<file path="src/rtl/y86_pkg.sv">
// Shared Y86 encodings: instruction codes, condition functions, status codes
// and the condition-code record used by the execute stage.
package y86_pkg;

    localparam logic [3:0] INOP  = 4'h1;
    localparam logic [3:0] ICMOV = 4'h2;
    localparam logic [3:0] IOPQ  = 4'h6;
    localparam logic [3:0] IJXX  = 4'h7;

    localparam logic [3:0] C_ALWAYS = 4'h0;
    localparam logic [3:0] C_LE     = 4'h1;
    localparam logic [3:0] C_L      = 4'h2;
    localparam logic [3:0] C_E      = 4'h3;
    localparam logic [3:0] C_NE     = 4'h4;
    localparam logic [3:0] C_GE     = 4'h5;
    localparam logic [3:0] C_G      = 4'h6;

    localparam logic [2:0] AOK = 3'd1;
    localparam logic [2:0] HLT = 3'd2;
    localparam logic [2:0] ADR = 3'd3;
    localparam logic [2:0] INS = 3'd4;

    localparam logic [3:0] RNONE = 4'hF;

    typedef struct packed {
        logic zf;
        logic sf;
        logic of;
        logic cf;
    } cc_t;

    localparam cc_t CC_RESET = '{zf: 1'b1, sf: 1'b0, of: 1'b0, cf: 1'b0};

endpackage

</file>
<file path="src/rtl/exec_cc_mreg_cond_eval.sv">
// Y86 branch/cmov condition evaluator; purely combinational so decode-stage
// predictor checks can share it.
module cond_eval
    import y86_pkg::*;
(
    input  logic [3:0] ifun,
    input  logic       zf,
    input  logic       sf,
    input  logic       of,
    output logic       cnd
);

    logic less;

    // NOTE: every output of a combinational block gets a default first so
    // no path through the case leaves it unassigned and infers a latch.
    always_comb begin
        less = sf ^ of;
        cnd  = 1'b0;
        case (ifun)
            C_ALWAYS: cnd = 1'b1;
            C_LE:     cnd = less | zf;
            C_L:      cnd = less;
            C_E:      cnd = zf;
            C_NE:     cnd = ~zf;
            C_GE:     cnd = ~less;
            C_G:      cnd = ~less & ~zf;
            default:  cnd = 1'b0;
        endcase
    end

endmodule

</file>
<file path="src/rtl/exec_cc_mreg.sv">
// Execute-stage back end: condition-code register, Cnd evaluation, cmov
// destination squash and the E->M pipeline register.
module exec_cc_mreg
    import y86_pkg::*;
#(
    parameter int W = 64
) (
    input  logic         clk,
    input  logic         rst,
    input  logic [W-1:0] alu_out,
    input  logic         alu_carry_out,
    input  logic         alu_overflow_check,
    input  logic [2:0]   E_stat,
    input  logic [3:0]   E_icode,
    input  logic [3:0]   E_ifun,
    input  logic [W-1:0] E_valA,
    input  logic [3:0]   E_dstE,
    input  logic [3:0]   E_dstM,
    input  logic         exc_block,
    input  logic         M_stall,
    input  logic         M_bubble,
    output logic         cc_zf,
    output logic         cc_sf,
    output logic         cc_of,
    output logic         cc_cf,
    output logic         e_cnd,
    output logic [3:0]   e_dstE,
    output logic [2:0]   M_stat,
    output logic [3:0]   M_icode,
    output logic         M_cnd,
    output logic [W-1:0] M_valE,
    output logic [W-1:0] M_valA,
    output logic [3:0]   M_dstE,
    output logic [3:0]   M_dstM
);

    typedef struct packed {
        logic [2:0]   stat;
        logic [3:0]   icode;
        logic         cnd;
        logic [W-1:0] valE;
        logic [W-1:0] valA;
        logic [3:0]   dstE;
        logic [3:0]   dstM;
    } mreg_t;

    localparam mreg_t M_NOP = '{
        stat:  AOK,
        icode: INOP,
        cnd:   1'b0,
        valE:  '0,
        valA:  '0,
        dstE:  RNONE,
        dstM:  RNONE
    };

    cc_t   cc_d, cc_q;
    mreg_t m_d, m_q;
    logic  cc_upd;

    // A stalled M stage means the OPq in E will be replayed, so it must not
    // commit flags yet; a later-stage exception means it must never commit.
    assign cc_upd = (E_icode == IOPQ) && !exc_block && !M_stall && (E_stat == AOK);

    always_comb begin
        cc_d = cc_q;
        if (cc_upd) begin
            cc_d.zf = (alu_out == '0);
            cc_d.sf = alu_out[W-1];
            cc_d.of = alu_overflow_check;
            cc_d.cf = alu_carry_out;
        end
    end

    cond_eval u_cond_eval (
        .ifun (E_ifun),
        .zf   (cc_q.zf),
        .sf   (cc_q.sf),
        .of   (cc_q.of),
        .cnd  (e_cnd)
    );

    always_comb begin
        e_dstE = E_dstE;
        if ((E_icode == ICMOV) && !e_cnd) begin
            e_dstE = RNONE;
        end
    end

    always_comb begin
        m_d = m_q;
        if (!M_stall) begin
            if (M_bubble) begin
                m_d = M_NOP;
            end else begin
                m_d.stat  = E_stat;
                m_d.icode = E_icode;
                m_d.cnd   = e_cnd;
                m_d.valE  = alu_out;
                m_d.valA  = E_valA;
                m_d.dstE  = e_dstE;
                m_d.dstM  = E_dstM;
            end
        end
    end

    // NOTE: state registers use non-blocking assignments so every flop samples
    // pre-edge values regardless of the order the simulator runs the blocks.
    always_ff @(posedge clk or posedge rst) begin
        if (rst) begin
            cc_q <= CC_RESET;
            m_q  <= M_NOP;
        end else begin
            cc_q <= cc_d;
            m_q  <= m_d;
        end
    end

    assign cc_zf   = cc_q.zf;
    assign cc_sf   = cc_q.sf;
    assign cc_of   = cc_q.of;
    assign cc_cf   = cc_q.cf;

    assign M_stat  = m_q.stat;
    assign M_icode = m_q.icode;
    assign M_cnd   = m_q.cnd;
    assign M_valE  = m_q.valE;
    assign M_valA  = m_q.valA;
    assign M_dstE  = m_q.dstE;
    assign M_dstM  = m_q.dstM;

endmodule

</file>
<file path="config.mk">
export PLATFORM = sky130hd
export DESIGN_NAME = exec_cc_mreg
export DESIGN_NICKNAME = d
export VERILOG_FILES = /design/src/rtl/y86_pkg.sv /design/src/rtl/exec_cc_mreg_cond_eval.sv /design/src/rtl/exec_cc_mreg.sv
export SDC_FILE = /design/constraint.sdc
export NUM_CORES = 1
export LEC_CHECK = 0
export CORE_MARGIN = 4
export CORE_UTILIZATION = 35
export DETAILED_ROUTE_END_ITERATION = 16
export MAX_ROUTING_LAYER = met4
export PLACE_DENSITY = 0.81
export SKIP_LAST_GASP = 1
export SYNTH_ARGS = -nofsm -noshare
export SYNTH_HDL_FRONTEND = slang
export SYNTH_SLANG_ARGS = --single-unit
</file>
<file path="constraint.sdc">
create_clock -name clk -period 9.7 [get_ports clk]
set_input_delay 1.94 -clock clk [delete_from_list [all_inputs] [get_ports clk]]
set_output_delay 1.94 -clock clk [all_outputs]
set_load 0.02 [all_outputs]
</file>
==> flow_summary.json <==
{
  "min_hold_slack_ns": 0.4908,
  "place_hpwl_um": 13020,
  "synthesis.nets": 548,
  "finalSetupViolations": 0,
  "synth-async-reset-ratio_pct": 100.0,
  "post_cts_hold_buffer_count": 0,
  "ioPinCount": 307,
  "run_status": "finished, final reports clean",
  "yosysMostFrequentCell": "sky130_fd_sc_hd__dfrtp_1",
  "grt_util_met2_pct": 33.32,
  "startpoint_type": "primary input",
  "timing_hold_violations_final": 0,
  "globalRoute.totalOverflow": 0,
  "syn_area_um2": 5528,
  "clkSlewWorstSetupHoldPaths_ns": 0.05,
  "layout-drive-gt1-share_pct": 8.097,
  "worstSetupPathType": "in2out",
  "clock_latency_on_the_worst_skew_pair_ns": 0.40,
  "cts.sinks": 148,
  "grt_busiest_layer": "met2",
  "power_density_nw_per_um2": 179.6,
  "grt_start_max_net_pins": 83,
  "core_region_area_um2": 15310,
  "synth_seq_area_share_pct": 67.25,
  "route.detailed.vias_per_inst": 5.121,
  "hold_depth": 2,
  "count_of_cell_types_in_the_netlist": 27,
  "synth_cells": 394,
  "peakVddDrop_mv": 0.1006,
  "worst_path_largest_cell_delay_ns": 0.55,
  "min-delay-start": "M_dstM[0]",
  "worstMarginPinSlew_ns": 0.9463,
  "timing.reg2reg.worst_path_depth": 4,
  "cts.repair.resized": 0,
  "drtIter0Drc": 213,
  "cp-startpoint": "E_ifun[0]",
  "synth_top_area_share_pct": 62.02,
  "share_seq_of_total_power_pct": 41.5,
  "htree_num_levels": 4,
  "postRouteAntennaNets": 0,
  "grt_setup_unrepaired": "no",
  "cp.arrival_ns": 4.00,
  "final.setup_skew_ns": 0.004747,
  "cts_inserted_buffers": 17,
  "placement.io_buffers": 306,
  "critical_path.endpoint_type": "output pin",
  "setup_total_negative_slack_ns": 0,
  "drt_pre_antenna_iters": 4,
  "initial_core_utilization_pct": 36.09,
  "number_of_buffer_and_inverter_stages_on_the_critical_path": 2,
  "crit_family": "buffers and inverters",
  "synth-seq-cells": 148,
  "wire_length_of_the_first_global_routing_pass_um": 27740,
  "dominantRegCellSynth": "sky130_fd_sc_hd__dfrtp_1",
  "chipHeight_um": 133.7,
  "worst_r2r_startpoint": "cc_zf",
  "worstPathCellList": "clkdlybuf4s50_1 > mux2i_1 > a21oi_1 > o311ai_4 > nand2b_1 > clkdlybuf4s50_1",
  "relative_contribution_of_the_clock_network_to_total_power_pct": 39.1,
  "slew-limit-headroom_pct": 36.91,
  "layout.cell_area.non_filler_um2": 9348,
  "antenna_found_initial": 0,
  "post_cts_buffers": 0,
  "final_antenna_diode_count": 0,
  "p_leak_nw": 4.029,
  "cts_max_path_buffers": 2,
  "maxSlewViolCount": 0,
  "timing.critical_path.fanout_max": 8,
  "clock_period_minus_worst_slack_ns": 5.939,
  "groute.layer.met3.usage_pct": 7.855,
  "via_count": 4686,
  "total_die_area_um2": 17870,
  "internal_power_mw": 1.252,
  "placement_rows": 45,
  "crit_path_top_delay_cell": "sky130_fd_sc_hd__clkdlybuf4s50_1",
  "dpl-instance-area_um2": 8760,
  "synthTopCellsByCount": "sky130_fd_sc_hd__dfrtp_1 (137), sky130_fd_sc_hd__a22o_1 (132), sky130_fd_sc_hd__clkbuf_1 (20)",
  "worst_ep_required_time_ns": 7.76,
  "finish.net_count": 845,
  "worst_path_most_repeated_cell": "sky130_fd_sc_hd__clkdlybuf4s50_1",
  "groute.usage.overall_pct": 20.43,
  "clock-root-buffer": "sky130_fd_sc_hd__clkbuf_16",
  "tritoncts": "built",
  "routabilityCongestion": 0.8071,
  "gr_layer_usage_met1_pct": 23.64,
  "synthesis.area_per_instance_um2": 14.03,
  "achievable-frequency_ghz": 0.1684,
  "path_depth": 6,
  "routed_wl_um": 18030,
  "sw_frac_of_total_pct": 25.40,
  "drcViolationCount": 0,
  "first_global_vias": 5016,
  "library_cell_occupying_the_most_area_in_the_post_synthesis_netlist": "sky130_fd_sc_hd__dfrtp_1",
  "synth.top_cells.by_area": "sky130_fd_sc_hd__dfrtp_1 (62%), sky130_fd_sc_hd__a22o_1 (21%), sky130_fd_sc_hd__dfstp_2 (5.2%)",
  "yosys_warnings": 0,
  "worst_min_delay_path_category": "reg2reg",
  "min_period_over_period_pct": 61.23,
  "cap_viol_max_count": 0,
  "route.detailed.wl_per_inst_um": 19.70,
  "synthToLayoutAreaGrowth_pct": 69.10,
  "combinational_cell_fraction_of_total_power_pct": 19.4,
  "layout.core_utilization_pct": 61.04,
  "total_switching_power_uw": 426.6,
  "die_width_um": 133.7,
  "synth_enable_flop_cells": 0
}
state kept, by name, indices dropped and copies added, names as in the netlist, 3 cells and up:
signal   flops
M_valA      64
M_valE      64
M_dstE       4
M_dstM       4
M_icode      4
M_stat       3
kinds of logic after synthesis:
group,count (synthesis),synth area share (%)
AOI/OAI and AO/OA,149,23.29
xor gates and xnor gates,1,0.1585
buffers and inverters,35,2.648
DFF,148,67.25
muxes,5,0.9959
and+or+nand+nor,56,5.659
power groups by stage:
stage               clock network, mW  logic, mW  registers [mW]
CTS                             0.674      0.330           0.696
detailed placement                  0      0.328           0.706
finish                          0.657      0.326           0.696
global placement                    0      0.323           0.703
global route                    0.701      0.344           0.702
floorplan                           0     0.0769           0.763
layout make-up:
| cell class | instances | area (µm²) |
|---|---|---|
| fill | 1181 | 5967 |
| sequential | 148 | 3717 |
| timing repair buffer | 310 | 3090 |
| multi-input combinational | 211 | 1672 |
| clock buffer | 22 | 454.2 |
| tap | 211 | 264.0 |
| clock inverter | 10 | 133.9 |
| inverter | 3 | 16.27 |
routing by layer:
layer | routed length [µm] | share of wire [%]
met1 | 7330 | 41
met5 | 0 | 0
met4 | 337 | 1.9
met3 | 1606 | 8.9
met2 | 8756 | 49
worst paths after layout:
kind                              end  slack, ns
max in group asynchronous  M_icode[3]       6.27
hold / removal              M_dstM[0]       0.49
setup reg to reg            M_dstE[3]       8.16
setup / recovery            e_dstE[0]       3.76
min in group asynchronous  M_valA[61]       2.01
hold reg to reg             M_dstM[0]       0.49
layout by cell type (no fill, tap or decap), types with 2 or more instances in the layout:
cell                                n
sky130_fd_sc_hd__o21ai_0            8
sky130_fd_sc_hd__mux2_2             4
sky130_fd_sc_hd__clkdlybuf4s50_1  305
sky130_fd_sc_hd__nand2_1            8
sky130_fd_sc_hd__nor2b_1            6
sky130_fd_sc_hd__dfrtp_1          137
sky130_fd_sc_hd__inv_1              2
sky130_fd_sc_hd__dfstp_2           11
sky130_fd_sc_hd__clkinvlp_4         2
sky130_fd_sc_hd__nand4_1            4
sky130_fd_sc_hd__nor4_1            17
sky130_fd_sc_hd__nand2b_1           5
sky130_fd_sc_hd__nor2_1            10
sky130_fd_sc_hd__clkinv_2           4
sky130_fd_sc_hd__clkbuf_1           4
sky130_fd_sc_hd__bufinv_16          3
sky130_fd_sc_hd__buf_4              5
sky130_fd_sc_hd__clkbuf_16         17
sky130_fd_sc_hd__a22o_1           132
sky130_fd_sc_hd__a21oi_2            4
stage by stage:
step / instances / setup WS [ns] / power, mW
after CTS: 915 / 3.769 / 1.700
final: 915 / 3.761 / 1.679
after global routing: 915 / 3.713 / 1.747
after global placement: 883 / 3.790 / 1.026
after detailed placement: 883 / 3.766 / 1.034
after floorplan: 394 / 3.799 / 0.8395
tightest hold or removal path: stages (launching register included):
cell                      delay [ns]
sky130_fd_sc_hd__dfstp_2        0.36
sky130_fd_sc_hd__nand2_1        0.05
sky130_fd_sc_hd__o21ai_0        0.07
No activity file was read; power rests on OpenSTA's default activity.
